<file path="config.mk">
export PLATFORM = sky130hd
export DESIGN_NAME = divider_8by4_seq
export DESIGN_NICKNAME = d
export VERILOG_FILES = /design/src/rtl/divider_pkg.sv /design/src/rtl/div_step.sv /design/src/rtl/divider_8by4_seq.sv
export SDC_FILE = /design/constraint.sdc
export NUM_CORES = 1
export LEC_CHECK = 0
export BUFFER_PORTS_ARGS = -buffer_cell sky130_fd_sc_hd__buf_4
export CORE_AREA = 2 2 60 62
export CTS_BUF_LIST = sky130_fd_sc_hd__clkbuf_16
export DETAILED_ROUTE_END_ITERATION = 7
export DIE_AREA = 0 0 62 64
export PLACE_DENSITY = 0.76
export SYNTH_ARGS = -nofsm -noshare
export SYNTH_HDL_FRONTEND = slang
export SYNTH_HIERARCHICAL = 1
export SYNTH_SLANG_ARGS = --single-unit
</file>
<file path="constraint.sdc">
create_clock -name clk -period 2.41 [get_ports clk]
set_clock_uncertainty 0.2 [all_clocks]
set_input_delay 0.482 -clock clk [delete_from_list [all_inputs] [get_ports clk]]
set_output_delay 0.482 -clock clk [all_outputs]
set_load 0.005 [all_outputs]
</file>
<file path="src/rtl/divider_pkg.sv">
// Shared widths and FSM state encoding for the 8-by-4 sequential divider.
package divider_pkg;

   localparam int DIVIDEND_W = 8;
   localparam int DIVISOR_W  = 4;
   localparam int REM_W      = 5;
   localparam int CNT_W      = 3;

   typedef enum logic [1:0] {
      IDLE = 2'd0,
      CALC = 2'd1,
      DONE = 2'd2
   } state_t;

endpackage

</file>
<file path="src/rtl/div_step.sv">
// One restoring-division step: shift in a dividend bit, then conditionally subtract.
module div_step
   import divider_pkg::*;
(
   input  logic [REM_W-1:0]     partial_rem,
   input  logic                 next_bit,
   input  logic [DIVISOR_W-1:0] divisor,
   output logic [REM_W-1:0]     next_rem,
   output logic                 q_bit
);

   logic [REM_W-1:0] trial;

   // The partial remainder is always below the divisor, so its top bit only
   // matters as a safety term; it still forces a subtract if ever set.
   assign trial    = {partial_rem[REM_W-2:0], next_bit};
   assign q_bit    = partial_rem[REM_W-1] | (trial >= {1'b0, divisor});
   assign next_rem = q_bit ? (trial - {1'b0, divisor}) : trial;

endmodule

</file>
<file path="src/rtl/divider_8by4_seq.sv">
// 8-bit by 4-bit unsigned restoring divider, one quotient bit per clock, MSB first.
module divider_8by4_seq
   import divider_pkg::*;
(
   input  logic                  clk,
   input  logic                  rst,
   input  logic                  start,
   input  logic [DIVIDEND_W-1:0] dividend,
   input  logic [DIVISOR_W-1:0]  divisor,
   output logic                  busy,
   output logic                  done,
   output logic [DIVIDEND_W-1:0] quotient,
   output logic [DIVISOR_W-1:0]  remainder,
   output logic                  div_by_zero
);

   state_t                state, next_state;
   logic                  accept;
   logic [CNT_W-1:0]      cnt;
   logic [REM_W-1:0]      part_rem;
   logic [DIVIDEND_W-1:0] work;
   logic [DIVISOR_W-1:0]  dvs;
   logic [REM_W-1:0]      step_rem;
   logic                  step_q;

   div_step u_step (
      .partial_rem (part_rem),
      .next_bit    (work[DIVIDEND_W-1]),
      .divisor     (dvs),
      .next_rem    (step_rem),
      .q_bit       (step_q)
   );

   // NOTE: clocked state uses non-blocking assignments so every register
   // samples the pre-edge values regardless of process ordering.
   always_ff @(posedge clk) begin
      if (rst) state <= IDLE;
      else     state <= next_state;
   end

   // NOTE: defaults come first so no path leaves a signal unassigned,
   // which would otherwise infer a latch.
   always_comb begin
      next_state = state;
      accept     = 1'b0;
      case (state)
         IDLE, DONE: begin
            if (start) begin
               accept     = 1'b1;
               next_state = (divisor == '0) ? DONE : CALC;
            end else begin
               next_state = IDLE;
            end
         end
         CALC:    if (cnt == '0) next_state = DONE;
         default: next_state = IDLE;
      endcase
   end

   // Dividend bits shift out of work's MSB while quotient bits shift into its LSB.
   always_ff @(posedge clk) begin
      if (rst) begin
         cnt         <= '0;
         part_rem    <= '0;
         work        <= '0;
         dvs         <= '0;
         quotient    <= '0;
         remainder   <= '0;
         div_by_zero <= 1'b0;
      end else if (accept) begin
         cnt      <= CNT_W'(7);
         part_rem <= '0;
         work     <= dividend;
         dvs      <= divisor;
         if (divisor == '0) begin
            quotient    <= 8'hFF;
            remainder   <= 4'hF;
            div_by_zero <= 1'b1;
         end
      end else if (state == CALC) begin
         cnt      <= cnt - 3'd1;
         part_rem <= step_rem;
         work     <= {work[DIVIDEND_W-2:0], step_q};
         if (cnt == '0) begin
            quotient    <= {work[DIVIDEND_W-2:0], step_q};
            remainder   <= step_rem[DIVISOR_W-1:0];
            div_by_zero <= 1'b0;
         end
      end
   end

   assign busy = (state == CALC);
   assign done = (state == DONE);

endmodule

</file>
==> run metrics <==
status=completed; clock insertion delay at the later pin of the skew report=roughly 280 ps; cell family with most CP delay=simple AND/OR/NAND/NOR gates; vias per inst=between 5 and 6; yosys warns=6; crit-path max FO=4; f_max=0.4556 GHz; share of the synthesized area in the top cell type=0.4037; CTS resizes=0; DR WL/cell=12.81 um; sequential cell area=~700 um^2; site row count=21; internal power=1.164 mW; CP arrival=about 2100 ps; die area=roughly 4000 um^2; Hold Crit Class=register to register; area delta synth->final=22.28%; area leader, netlist=dfxtp_1; dominant cells by area after synthesis=dfxtp_1 40%, nand2_1 7.4%, a211oi_2 6.5%; routability cong.=~0.80; Setup-failing EPs final=0; Worst setup EP type=register; Detailed Place HPWL=between 2000 and 2500 um; Slew headroom=0.4738; Net Sw Frac=0.2778; Crit Path Category=register to register; slowest CP cell=dfxtp_1; Antenna Cells=0; Primary FF master, synth=dfxtp_1; Die Ht=approximately 64 um; Post-Syn Instances=200; post-layout min period=between 2000 and 2500 ps; Core Area=about 3300 um^2; Placed Instances=about 270; DRC viols=0; Setup TNS=0 ps; unrepaired setup endpoints after global routing=false; I/O Buffers=29; drt total wl=between 3000 and 4000 um; boundary pin count=30; first-pass iteration count of the detailed router=4; Post-synth EDFFs=0; antenna violations before repair=0; gr ovfl total=0; Net Count, Synth=~220; clk buf depth=2; Fill cells=296; synth unique cells=38; number of max-cap violations=0; largest net degree at the start of global routing=32; CP startpoint kind=register; Req. time, crit path=2340 ps; ys async rst share=0; H-tree lvl count=2; Net Sw Power=around 450 uW; Pwr Density=~760 nW/um^2; Starting Density=0.5284; DRT antenna net count=0; die width=between 60 and 70 um; register area share after synthesis=0.4037; Gate power share=0.212; Final Hold Fails=0; post-CTS setup buffer count=0; vias in the first global route=1361; VDD IR max=between 0.0004 and 0.0005 V; Num CTS Buffers=5; first-pass GRT wire length=a little under 6000 um; Post-Layout Cell Count=about 280; Leak=just under 0.9 nW; synthesized cell area=between 1500 and 2000 um^2; Seq cells post-synth=35; period utilisation layout=0.9108; CTS tree=done; Overall Global Routing Usage=0.1990; share of layout cells above drive strength 1=0.2620; Iter 0 DRT Violations=37; clock power share=0.378; hold_buf cts=0; root buf cell=clkbuf_16; Final nets=251; Multi-input gate area=between 800 and 900 um^2; CP bufs+invs=1; Flop pwr share=0.409; average cell area after synthesis=approximately 8.7 um^2; CTS sink count=35; Worst-path clk slew=50 ps; count of pins over their slew limit=0; Vias=roughly 1400; max incr delay on CP=~370 ps; worst-path cell chain=inv_1 -> ha_1 -> nor2b_4 -> o31a_4 -> nor2_8 -> mux2_4 -> nor2_1 -> a211oi_2; Worst Tran Pin Value=784.7 ps
==> cell type report <==
class | count | share of cell area
clock inverter | 2 | 0.006486
multi-input combinational | 133 | 0.4233
inverter | 21 | 0.03715
tap | 46 | 0.02712
timing repair buffer | 33 | 0.1167
sequential | 35 | 0.3302
clock buffer | 5 | 0.05896
==> layer usage <==
metal / vias to the layer above / wire length [um] / GRT usage
met2: 36 / 1722 / 0.3099
met5: - / 0 / 0
met1: 670 / 1581 / 0.2374
met4: 0 / 78 / 0.09840
li1: 724 / - / -
met3: 9 / 140 / 0.06680
==> synthesized netlist by cell type, types with 2 or more instances <==
cell type / instances
a21oi_1: 10
nor3_1: 3
nor2b_1: 3
a211oi_2: 9
nand2b_1: 6
dfxtp_1: 35
a311oi_1: 8
buf_2: 7
ha_1: 6
nand2_1: 34
clkbuf_1: 3
nor2_1: 26
a211oi_1: 5
inv_1: 20
mux2i_1: 2
==> cell families after synthesis <==
kind of cell,count (synthesis),synth area share
AO/OA/AOI/OAI,42,0.2084
XOR/XNOR,1,0.005048
adder cells (fa/ha/maj),7,0.05479
buffers and inverters,32,0.07858
flip-flops,35,0.4037
multiplexers,3,0.02019
AND/OR/NAND/NOR,80,0.2293
==> worst reg2reg max path, stage by stage (launching register included) <==
cell and delay, ps:
dfxtp_1 370, inv_1 60, ha_1 320, nor2b_4 140, o31a_4 310, nor2_8 150
mux2_4 310, nor2_1 130, a211oi_2 60
==> registers in the layout (all words and copies together), names as in the netlist <==
| name | count |
|---|---|
| cnt | 3 |
| div_by_zero | 1 |
| dvs | 4 |
| part_rem | 5 |
| quotient | 8 |
| remainder | 4 |
| state | 2 |
| work | 8 |
==> layout by cell type, fill, tap and decap left out, types with 2 or more instances in the layout <==
cell	instances
dfxtp_1	35
nand2_1	34
buf_4	33
nor2_1	26
inv_1	20
a21oi_1	10
a211oi_2	9
a311oi_1	8
nand2b_1	6
ha_1	6
a211oi_1	5
clkbuf_16	5
nor2b_1	3
nor3_1	3
mux2i_1	2
==> per-stage QoR <==
step	util	hold slack, ps	instance area (um^2)	setup slack (ps)	power (mW)
2_1_floorplan	-	236.3	1735	309.9	0.9135
3_5_place_dp	0.6038	249.2	1983	229.3	1.012
3_3_place_gp	0.6038	244.1	1983	262.0	1.008
5_1_grt	0.6461	280.0	2122	95.51	1.692
6_report	0.6461	253.3	2122	215.0	1.611
4_1_cts	0.6461	257.7	2122	212.7	1.626
==> power by group through the flow <==
stage / sequential [mW] / combinational [mW] / clock (mW)
floorplan: 0.667 / 0.247 / 0
global placement: 0.670 / 0.338 / 0
detailed placement: 0.671 / 0.340 / 0
CTS: 0.660 / 0.342 / 0.624
global route: 0.666 / 0.378 / 0.648
finish: 0.659 / 0.342 / 0.610
==> worst paths after layout <==
kind	slack, ps	startpoint	end	depth (start not counted)
max reg2reg	220	dvs[1]	remainder[2]	8
min	250	quotient[5]	quotient[5]	2
min reg2reg	250	quotient[5]	quotient[5]	2
max	220	dvs[1]	remainder[2]	8
Note: power is estimated with default switching activity, not from simulation.
